### src/rtl/axis_joiner.sv
`default_nettype none
// ============================================================================
// Module      : axis_joiner
// Description : Joins two tready-less signed sample streams. Each channel holds
//               its newest sample; a join fires either when both channels hold
//               a fresh sample (PAIR) or on any strobe (EITHER). The exact sum
//               A+B is rounded half away from zero, saturated to the output
//               width and emitted as a one-cycle M_AXIS_tvalid pulse two edges
//               after the fire.
// Revision    : 1.0 - initial release
// ============================================================================
module axis_joiner #(
    parameter int SAXIS_TDATA_WIDTH = 32,
    parameter int MAXIS_TDATA_WIDTH = 16
) (
    input  logic                          a_clk,
    input  logic                          reset,
    input  logic [SAXIS_TDATA_WIDTH-1:0]  S_AXIS_tdata,
    input  logic                          S_AXIS_tvalid,
    input  logic [SAXIS_TDATA_WIDTH-1:0]  S_AXIS2_tdata,
    input  logic                          S_AXIS2_tvalid,
    input  logic                          mode,
    output logic [MAXIS_TDATA_WIDTH-1:0]  M_AXIS_tdata,
    output logic                          M_AXIS_tvalid,
    output logic [MAXIS_TDATA_WIDTH-1:0]  monitor,
    output logic [15:0]                   drop_count
);

    localparam int c_K  = SAXIS_TDATA_WIDTH - MAXIS_TDATA_WIDTH;
    localparam int c_SW = SAXIS_TDATA_WIDTH + 1;   // exact sum width
    localparam int c_RW = SAXIS_TDATA_WIDTH + 2;   // sum plus rounding bias headroom

    localparam logic        c_MODE_PAIR = 1'b0;
    localparam logic [c_RW-1:0] c_HALF = {{(c_RW-1){1'b0}}, 1'b1} << (c_K - 1);
    localparam logic signed [c_RW-1:0] c_MAX =
        {{(c_RW-MAXIS_TDATA_WIDTH+1){1'b0}}, {(MAXIS_TDATA_WIDTH-1){1'b1}}};
    localparam logic signed [c_RW-1:0] c_MIN =
        {{(c_RW-MAXIS_TDATA_WIDTH+1){1'b1}}, {(MAXIS_TDATA_WIDTH-1){1'b0}}};

    // Registered state
    logic [SAXIS_TDATA_WIDTH-1:0] reg_a_q, reg_a_d;
    logic [SAXIS_TDATA_WIDTH-1:0] reg_b_q, reg_b_d;
    logic                         have_a_q, have_a_d;
    logic                         have_b_q, have_b_d;
    logic                         mode_prev_q, mode_prev_d;
    logic                         fire_q, fire_d;
    logic                         s1_valid_q, s1_valid_d;
    logic signed [c_SW-1:0]       sum_q, sum_d;
    logic [MAXIS_TDATA_WIDTH-1:0] out_q, out_d;
    logic                         tvalid_q, tvalid_d;
    logic [MAXIS_TDATA_WIDTH-1:0] monitor_q, monitor_d;
    logic [15:0]                  drop_q, drop_d;

    // Combinational helpers
    logic                         w_mode_chg;
    logic                         w_have_a_n;
    logic                         w_have_b_n;
    logic [1:0]                   w_drop_inc;
    logic [16:0]                  w_drop_sum;
    logic signed [c_RW-1:0]       w_sum_ext;
    logic signed [c_RW-1:0]       w_rnd;
    logic signed [c_RW-1:0]       w_shr;
    logic [MAXIS_TDATA_WIDTH-1:0] w_sat;

    // Capture, join decision, drop accounting and flag management
    always_comb begin
        reg_a_d     = S_AXIS_tvalid  ? S_AXIS_tdata  : reg_a_q;
        reg_b_d     = S_AXIS2_tvalid ? S_AXIS2_tdata : reg_b_q;
        mode_prev_d = mode;
        w_mode_chg  = (mode != mode_prev_q);
        w_have_a_n  = have_a_q | S_AXIS_tvalid;
        w_have_b_n  = have_b_q | S_AXIS2_tvalid;
        w_drop_inc  = 2'd0;
        fire_d      = 1'b0;
        have_a_d    = w_have_a_n;
        have_b_d    = w_have_b_n;

        if (w_mode_chg) begin
            // A mode switch restarts pairing; captured samples still land in reg_a/reg_b.
            have_a_d = 1'b0;
            have_b_d = 1'b0;
        end else if (mode == c_MODE_PAIR) begin
            if (w_have_a_n && w_have_b_n) begin
                fire_d   = 1'b1;
                have_a_d = 1'b0;
                have_b_d = 1'b0;
            end else begin
                w_drop_inc = {1'b0, S_AXIS_tvalid & have_a_q}
                           + {1'b0, S_AXIS2_tvalid & have_b_q};
            end
        end else begin
            fire_d = S_AXIS_tvalid | S_AXIS2_tvalid;
        end

        w_drop_sum = {1'b0, drop_q} + {15'd0, w_drop_inc};
        drop_d     = w_drop_sum[16] ? 16'hFFFF : w_drop_sum[15:0];
    end

    // Stage 1: exact sum of the samples that were current on the fire edge
    always_comb begin
        s1_valid_d = fire_q;
        sum_d      = sum_q;
        if (fire_q) begin
            sum_d = $signed({reg_a_q[SAXIS_TDATA_WIDTH-1], reg_a_q})
                  + $signed({reg_b_q[SAXIS_TDATA_WIDTH-1], reg_b_q});
        end
    end

    // Stage 2: round half away from zero, saturate, and drive the output pulse
    always_comb begin
        w_sum_ext = {sum_q[c_SW-1], sum_q};
        w_rnd     = w_sum_ext + (sum_q[c_SW-1] ? $signed(c_HALF - 1'b1) : $signed(c_HALF));
        w_shr     = w_rnd >>> c_K;
        if (w_shr > c_MAX) begin
            w_sat = c_MAX[MAXIS_TDATA_WIDTH-1:0];
        end else if (w_shr < c_MIN) begin
            w_sat = c_MIN[MAXIS_TDATA_WIDTH-1:0];
        end else begin
            w_sat = w_shr[MAXIS_TDATA_WIDTH-1:0];
        end
        tvalid_d  = s1_valid_q;
        out_d     = s1_valid_q ? w_sat : out_q;
        monitor_d = s1_valid_q ? w_sat : monitor_q;
    end

    // State registers; reset flushes the pipeline so no stale pulse follows release
    always_ff @(posedge a_clk) begin
        mode_prev_q <= mode_prev_d;
        if (reset) begin
            reg_a_q    <= '0;
            reg_b_q    <= '0;
            have_a_q   <= 1'b0;
            have_b_q   <= 1'b0;
            fire_q     <= 1'b0;
            s1_valid_q <= 1'b0;
            sum_q      <= '0;
            out_q      <= '0;
            tvalid_q   <= 1'b0;
            monitor_q  <= '0;
            drop_q     <= '0;
        end else begin
            reg_a_q    <= reg_a_d;
            reg_b_q    <= reg_b_d;
            have_a_q   <= have_a_d;
            have_b_q   <= have_b_d;
            fire_q     <= fire_d;
            s1_valid_q <= s1_valid_d;
            sum_q      <= sum_d;
            out_q      <= out_d;
            tvalid_q   <= tvalid_d;
            monitor_q  <= monitor_d;
            drop_q     <= drop_d;
        end
    end

    assign M_AXIS_tdata  = out_q;
    assign M_AXIS_tvalid = tvalid_q;
    assign monitor       = monitor_q;
    assign drop_count    = drop_q;

endmodule
`default_nettype wire

### config.mk
export PLATFORM = sky130hd
export DESIGN_NAME = axis_joiner
export DESIGN_NICKNAME = d
export VERILOG_FILES = /design/src/rtl/axis_joiner.sv
export SDC_FILE = /design/constraint.sdc
export NUM_CORES = 1
export LEC_CHECK = 0
export BUFFER_PORTS_ARGS = -buffer_cell sky130_fd_sc_hd__buf_2
export CAP_MARGIN = 15
export CORE_MARGIN = 1.5
export CORE_UTILIZATION = 60
export CTS_CLUSTER_DIAMETER = 30
export CTS_CLUSTER_SIZE = 40
export DETAILED_ROUTE_END_ITERATION = 10
export PLACE_DENSITY = 0.84
export SETUP_SLACK_MARGIN = 0.4
export SLEW_MARGIN = 20
export SYNTH_ARGS = -nofsm -noshare
export SYNTH_HDL_FRONTEND = slang
export SYNTH_SLANG_ARGS = --single-unit
export TNS_END_PERCENT = 1
### constraint.sdc
create_clock -name a_clk -period 9.55 [get_ports a_clk]
set_input_delay 0.4775 -clock a_clk [delete_from_list [all_inputs] [get_ports a_clk]]
set_output_delay 0.4775 -clock a_clk [all_outputs]
set_load 0.005 [all_outputs]
# --- After elaboration in Yosys (flattened, before gate mapping) ---
# Index checks and enable logic that the tools add are counted.
# W data, S select, Z words.
totals:
  reg_bits: 135
  latchBits: 0
  mem_bits_rw: 0
  romBits: 0
  in_bits: 69
  wordCells: 38
  memories: 0
op_classes:
  addsub: 4
  multipliers: 0
  n_div: 0
  order_cmp: 2
  n_eq_ne: 1
  shift: 0
  mux: 13
  bitwise: 5
  n_reduce_logical: 2
ops:
  columns: ["cell", "count"]
  rows:
  - ["$mux W16", 4]
  - ["$add A33 B17 Y34", 1]
  - ["$add A32 B32 Y33", 1]
  - ["$gt A18 B16 Y1 const B", 1]
  - ["$lt A18 B16 Y1 const B", 1]
  - ["$add A16 B2 Y17", 1]
  - ["$mux W1", 6]
  - ["$mux W2", 3]
  - ["$or A1 B1 Y1", 3]
  - ["$add A1 B1 Y2", 1]
  - ["$and A1 B1 Y1", 2]
  - ["$reduce_or A2 Y1", 1]
  - ["$logic_and A1 B1 Y1", 1]
  - ["$ne A1 B1 Y1", 1]

# --- Depth between registers and ports, before layout ---
logic_depth:
  word_depth: 7
  ltp_mapped: 15
  mapped_depth_nobuf: 13

# --- Worst setup path before layout ---
# OpenSTA, ideal clock, no wires.
synth_path:
  kind: "input port to flip-flop"
  startpoint: "input port S_AXIS_tvalid"
  endpoint: "register drop_q[10], in the netlist drop_count[10]"
  t_arrival_ns: 3.469
  slack_ns: 6.011
  path_stages: 14
  n_path_buf: 3
  path_cell_list: "clkbuf_1 clkbuf_1 and2_1 ha_1 and3_1 ha_1 inv_1 fa_1 nand3b_1 nor2_1 nand2_1 or3_1 clkbuf_1 a21oi_1"
synth_between:
  elab_chain_len: 7
  word_cells_on_any_way: 9
  cone_classes: "add/sub (2); mux (4); bitwise (2); reduce/logical (1)"
synth_lines:
  columns: ["element", "line_no", "rtl"]
  rows:
  - ["start, declared", "19", "input logic S_AXIS_tvalid,"]
  - ["$and A1 B1 Y1 or $or A1 B1 Y1 (tied branches)", "88, 71", null]
  - ["$add A1 B1 Y2 or $logic_and A1 B1 Y1 (tied branches)", "89, 83", null]
  - ["$mux W2 *", "83", "if (w_have_a_n && w_have_b_n) begin"]
  - ["$mux W2 *", "82", "end else if (mode == c_MODE_PAIR) begin"]
  - ["$mux W2 *", "78", "if (w_mode_chg) begin"]
  - ["$add A16 B2 Y17 *", "95", "w_drop_sum = {1'b0, drop_q} + {15'd0, w_drop_inc};"]
  - ["$mux W16 *", "96", "drop_d = w_drop_sum[16] ? 16'hFFFF : w_drop_sum[15:0];"]
  - ["end signal, assigned", "152", "drop_q <= drop_d;"]
  - ["end, declared", "52", "logic [15:0] drop_q, drop_d;"]
# Every way passes the cells marked *; elsewhere a longest branch is shown, timed or not.
# A chain may end at the register's enable or synchronous reset.

# --- Worst setup path in the final report ---
layout_path:
  startpoint: "input port S_AXIS2_tvalid"
  endpoint: "register drop_q[1], in the netlist drop_count[1]"
layout_between:
  elab_chain_len: 7
  word_cells_on_any_way: 9
  cone_classes: "add/sub (2); mux (4); bitwise (2); reduce/logical (1)"
layout_lines:
  columns: ["element", "line_no", "rtl"]
  rows:
  - ["start, declared", "21", "input logic S_AXIS2_tvalid,"]
  - ["$and A1 B1 Y1 or $or A1 B1 Y1 (tied branches)", "89, 72", null]
  - ["$add A1 B1 Y2 or $logic_and A1 B1 Y1 (tied branches)", "89, 83", null]
  - ["$mux W2 *", "83", null]
  - ["$mux W2 *", "82", null]
  - ["$mux W2 *", "78", null]
  - ["$add A16 B2 Y17 *", "95", null]
  - ["$mux W16 *", "96", null]
# Marked as above.

==> run summary <==
Clock-pin slew was measured on the worst setup and hold paths at around 0.05 ns. In this run the vertical extent of the chip is 112 µm. The count of antenna-violating nets left after detailed routing is 0. The mapped cell area is just over 7000 µm². The portion of synthesized area spent on multiplexers is 11.2%.

The average detailed-routed wire length per instance is about 15 µm. Along the worst path, the maximum fanout reaches 36. The net count of the mapped netlist came out at about 900.

The area of the core came out at about 12000 µm². The post-route setup TNS came out at 0 ns. The total count of hold-check failures in the final report came out at 0.

The number of buffers inserted during clock tree synthesis came out at 17. The area share of fa/ha/maj cells after synthesis is 9.34%. The library cell used most frequently in the layout, excluding fill and tap cells, is sky130_fd_sc_hd__dfxtp_1. Setup violations remaining at the end of the flow were counted as 0. In this design, the stage delay of the slowest critical-path cell is 0.77 ns. The total detailed-routing wirelength is between 15000 and 20000 µm. The final period utilization came out at 35.9%. At the later pin of the worst-skew pair, clock insertion delay measures between 0.4 and 0.5 ns.

The minimum period implied by the final worst setup slack came out at about 3.4 ns. The H-tree was split into 4 levels. STA classifies the critical path endpoint as a flop. The count of different cell masters after synthesis is between 50 and 60. The count of state elements after synthesis came out at around 140. The number of antenna violations at the first check in global routing is 0. The worst setup path category is in -> reg. The static power due to leakage came out at roughly 0.0039 µW. By area, the combinational part of the netlist is dominated by simple AND/OR/NAND/NOR gates. Of the total power, combinational logic draws 11.4%. The count of yosys warnings during synthesis came out at 0. The via density per instance is 5.79.

The run finished, with violations left. The async set-or-reset flop fraction in the synthesized netlist is 0%. The largest individual stage delay along the critical path comes from the cell sky130_fd_sc_hd__buf_2.

The count of max-cap constraint violations came out at 0. STA classifies the critical path startpoint as an input pin. The proportion of power drawn by flip-flops and latches is around 45%.

Row generation in the floorplan step produced 39 rows. The count of hold-fix buffers inserted at cts is 0. The boundary pin count came out at 118. The ratio of cells with drive above 1 in the final layout is between 15 and 20%. The sequential-to-total area share from yosys stat came out at between 30% and 40%.

The headroom to the max-slew limit is roughly 28%. The ratio of total power to cell area is 166 nW/µm². The area fraction in compound gates after synthesis is between 10 and 15%. The critical path goes through buf_2 > and2_1 > ha_1 > and3_1 > ha_1 > inv_1 > fa_1 > nand3b_1 > nor2_1 > nand2_1 > or3_1 > a21oi_1. The top cell types in the final layout, fill and taps aside, are sky130_fd_sc_hd__dfxtp_1 (135), sky130_fd_sc_hd__nor2_1 (130), sky130_fd_sc_hd__buf_2 (116). Data arrives at the worst endpoint at 3.76 ns. The CTS tree is yes. The total setup buffers inserted after CTS is 0. For the pin with the worst max-slew slack, the measured transition is approximately 1.1 ns.

The final setup slack of the worst path came out at 6.12 ns. The weighted congestion at the end of routability-driven global placement came out at about 0.89. The fraction of the mapped netlist area in simple logic gates came out at roughly 17%.

The overall die area came out at between 10000 and 15000 µm². The combined buffer and inverter count along the critical path is 2. The maximum clock skew at final layout is 0.00676 ns.

The net count of the finished layout is between 1000 and 1500. For this run, the leading register cell type out of synthesis is sky130_fd_sc_hd__dfxtp_1. The repair_antennas step left the layout with diodes totalling 0.

STA puts the critical path data required time at just under 10 ns. The final-layout fill cell count is ~880. VDD sags by at most 0.174 mV. The first global-routing pass estimated roughly 26000 µm of wire. The internal power came out at roughly 1000 µW. Before antenna repair, the detailed router went through 9 iterations.

The dominant delay contributor by cell family on the critical path is simple AND/OR/NAND/NOR gates. The share of total power dissipated in the clock network is between 40 and 50%. The maximum frequency from static timing analysis is between 0.2 and 0.3 GHz.

The total of buffers placed on input and output ports is between 100 and 150. The x dimension of the die is approximately 110 µm. The clock sink count came out at ~140. The switching power summed over all nets is 337 µW. The via count of the first global-routing pass is approximately 5600. The remaining global-route overflow came out at 0.

Setup repair after global routing left no endpoint under its margin. The pin count of the biggest net entering global routing is 107. The worst-case clock buffer depth is 2. The final reports fail on DRC. The root buffer cell chosen for the clock tree is sky130_fd_sc_hd__clkbuf_16.

The average size of a mapped cell is 8.86 µm². The post-cts repair resize count is 0. The number of max-slew violations in the final report is 0. In this design, the critical path's most frequently occurring cell is sky130_fd_sc_hd__ha_1. The total via count in the routed design is 6085. The number of instances in the synthesized netlist is ~800.

Of the total synthesized cell area, the portion taken by XOR and XNOR cells is between 5 and 6%. Of the total power, the share spent switching nets is between 20% and 30%. The aggregate global-route resource usage is approximately a quarter.

Once the floorplan was initialized, standard cells occupied between 60 and 70% of the core. The post-detailed-placement half-perimeter wirelength came out at between 10000 and 15000 µm. The detailed router finished its first iteration with around 400 violations.

Yosys mapped a number of flops with a built-in enable equal to 0. The remaining routing DRC violations is 14. The worst hold path class is in -> reg. The setup slack after placement came out at ~5.8 ns. From synthesis to final layout, the design area changed by 15.3%.
## layout make-up
type	count	area, µm²	area share, %
multi-input combinational	603	4110	50.1
sequential	135	2700	32.9
timing repair buffer	120	611	7.43
clock buffer	21	460	5.60
tap	143	179	2.18
clock inverter	10	80.1	0.974
inverter	19	71.3	0.868
## cells in the mapped netlist (all sizes together) (3+ instances only)
cell type / instances / share of area (%)
dfxtp: 135 / 38
nor3: 18 / 1.3
and3: 7 / 0.61
xor2: 15 / 1.8
nand3: 13 / 0.91
nor2: 130 / 6.8
nor2b: 10 / 0.88
and4: 3 / 0.37
a31oi: 5 / 0.44
mux2i: 80 / 11
inv: 19 / 1.0
o21ai: 30 / 2.1
nand4: 10 / 0.88
o211ai: 5 / 0.60
and2: 7 / 0.61
a211oi: 11 / 1.2
or3: 5 / 0.44
ha: 50 / 8.8
a21o: 14 / 1.5
xnor2: 27 / 3.3
buf: 23 / 2.1
nand2b: 5 / 0.44
o21a: 5 / 0.53
nand2: 44 / 2.3
a21oi: 57 / 4.1
a21boi: 3 / 0.37
o22ai: 7 / 0.61
a31o: 8 / 0.98
nand3b: 3 / 0.32
clkbuf: 24 / 1.3
## path summary, 6_finish.rpt
| check | cells after the start | start | end | slack [ns] |
|---|---|---|---|---|
| hold / removal | 1 | mode | mode_prev_q | 0.26 |
| hold reg to reg | 2 | sum_q[1] | sum_q[1] | 0.48 |
| setup / recovery | 12 | S_AXIS2_tvalid | drop_count[1] | 6.12 |
| setup reg to reg | 10 | sum_q[32] | monitor[1] | 6.22 |
## layer usage
layer / vias up / wire length (µm) / part of all wire (%) / GRT usage [%]
li1: 3021 / - / - / -
met1: 2830 / 7080 / 46 / 33.2
met2: 206 / 7040 / 46 / 40.9
met3: 28 / 870 / 5.7 / 6.15
met4: 0 / 263 / 1.7 / 8.02
met5: - / 0 / 0 / 0
## cell families after synthesis
kind of cell	count (synthesis)
AO/OA/AOI/OAI	162
XOR/XNOR	42
adder cells (fa/ha/maj)	52
buffers and inverters	66
flip-flops	135
multiplexers	80
AND/OR/NAND/NOR	267
## power by group through the flow
stage,Clock [µW],Combinational (µW),Sequential (µW)
after floorplan,0,115,612
final,599,155,607
after CTS,601,155,606
after global placement,0,149,617
after detailed placement,0,152,618
after global routing,631,174,609
## registers in the layout (all words and copies together), names as in the netlist, 16 cells and up
name / flops
drop_count: 16
sum_q: 33
reg_a_q: 32
monitor: 16
reg_b_q: 32
## through the flow
step	power, µW	cell area [µm²]	instances	hold WS [ns]	util, %
floorplan	727	7130	804	0.445	-
global route	1410	8220	1051	0.253	71.4
finish	1360	8220	1051	0.256	71.4
CTS	1360	8220	1051	0.249	71.4
global placement	766	7680	1020	0.466	66.7
detailed placement	770	7680	1020	0.470	66.7
(Power assumes the default switching activity.)
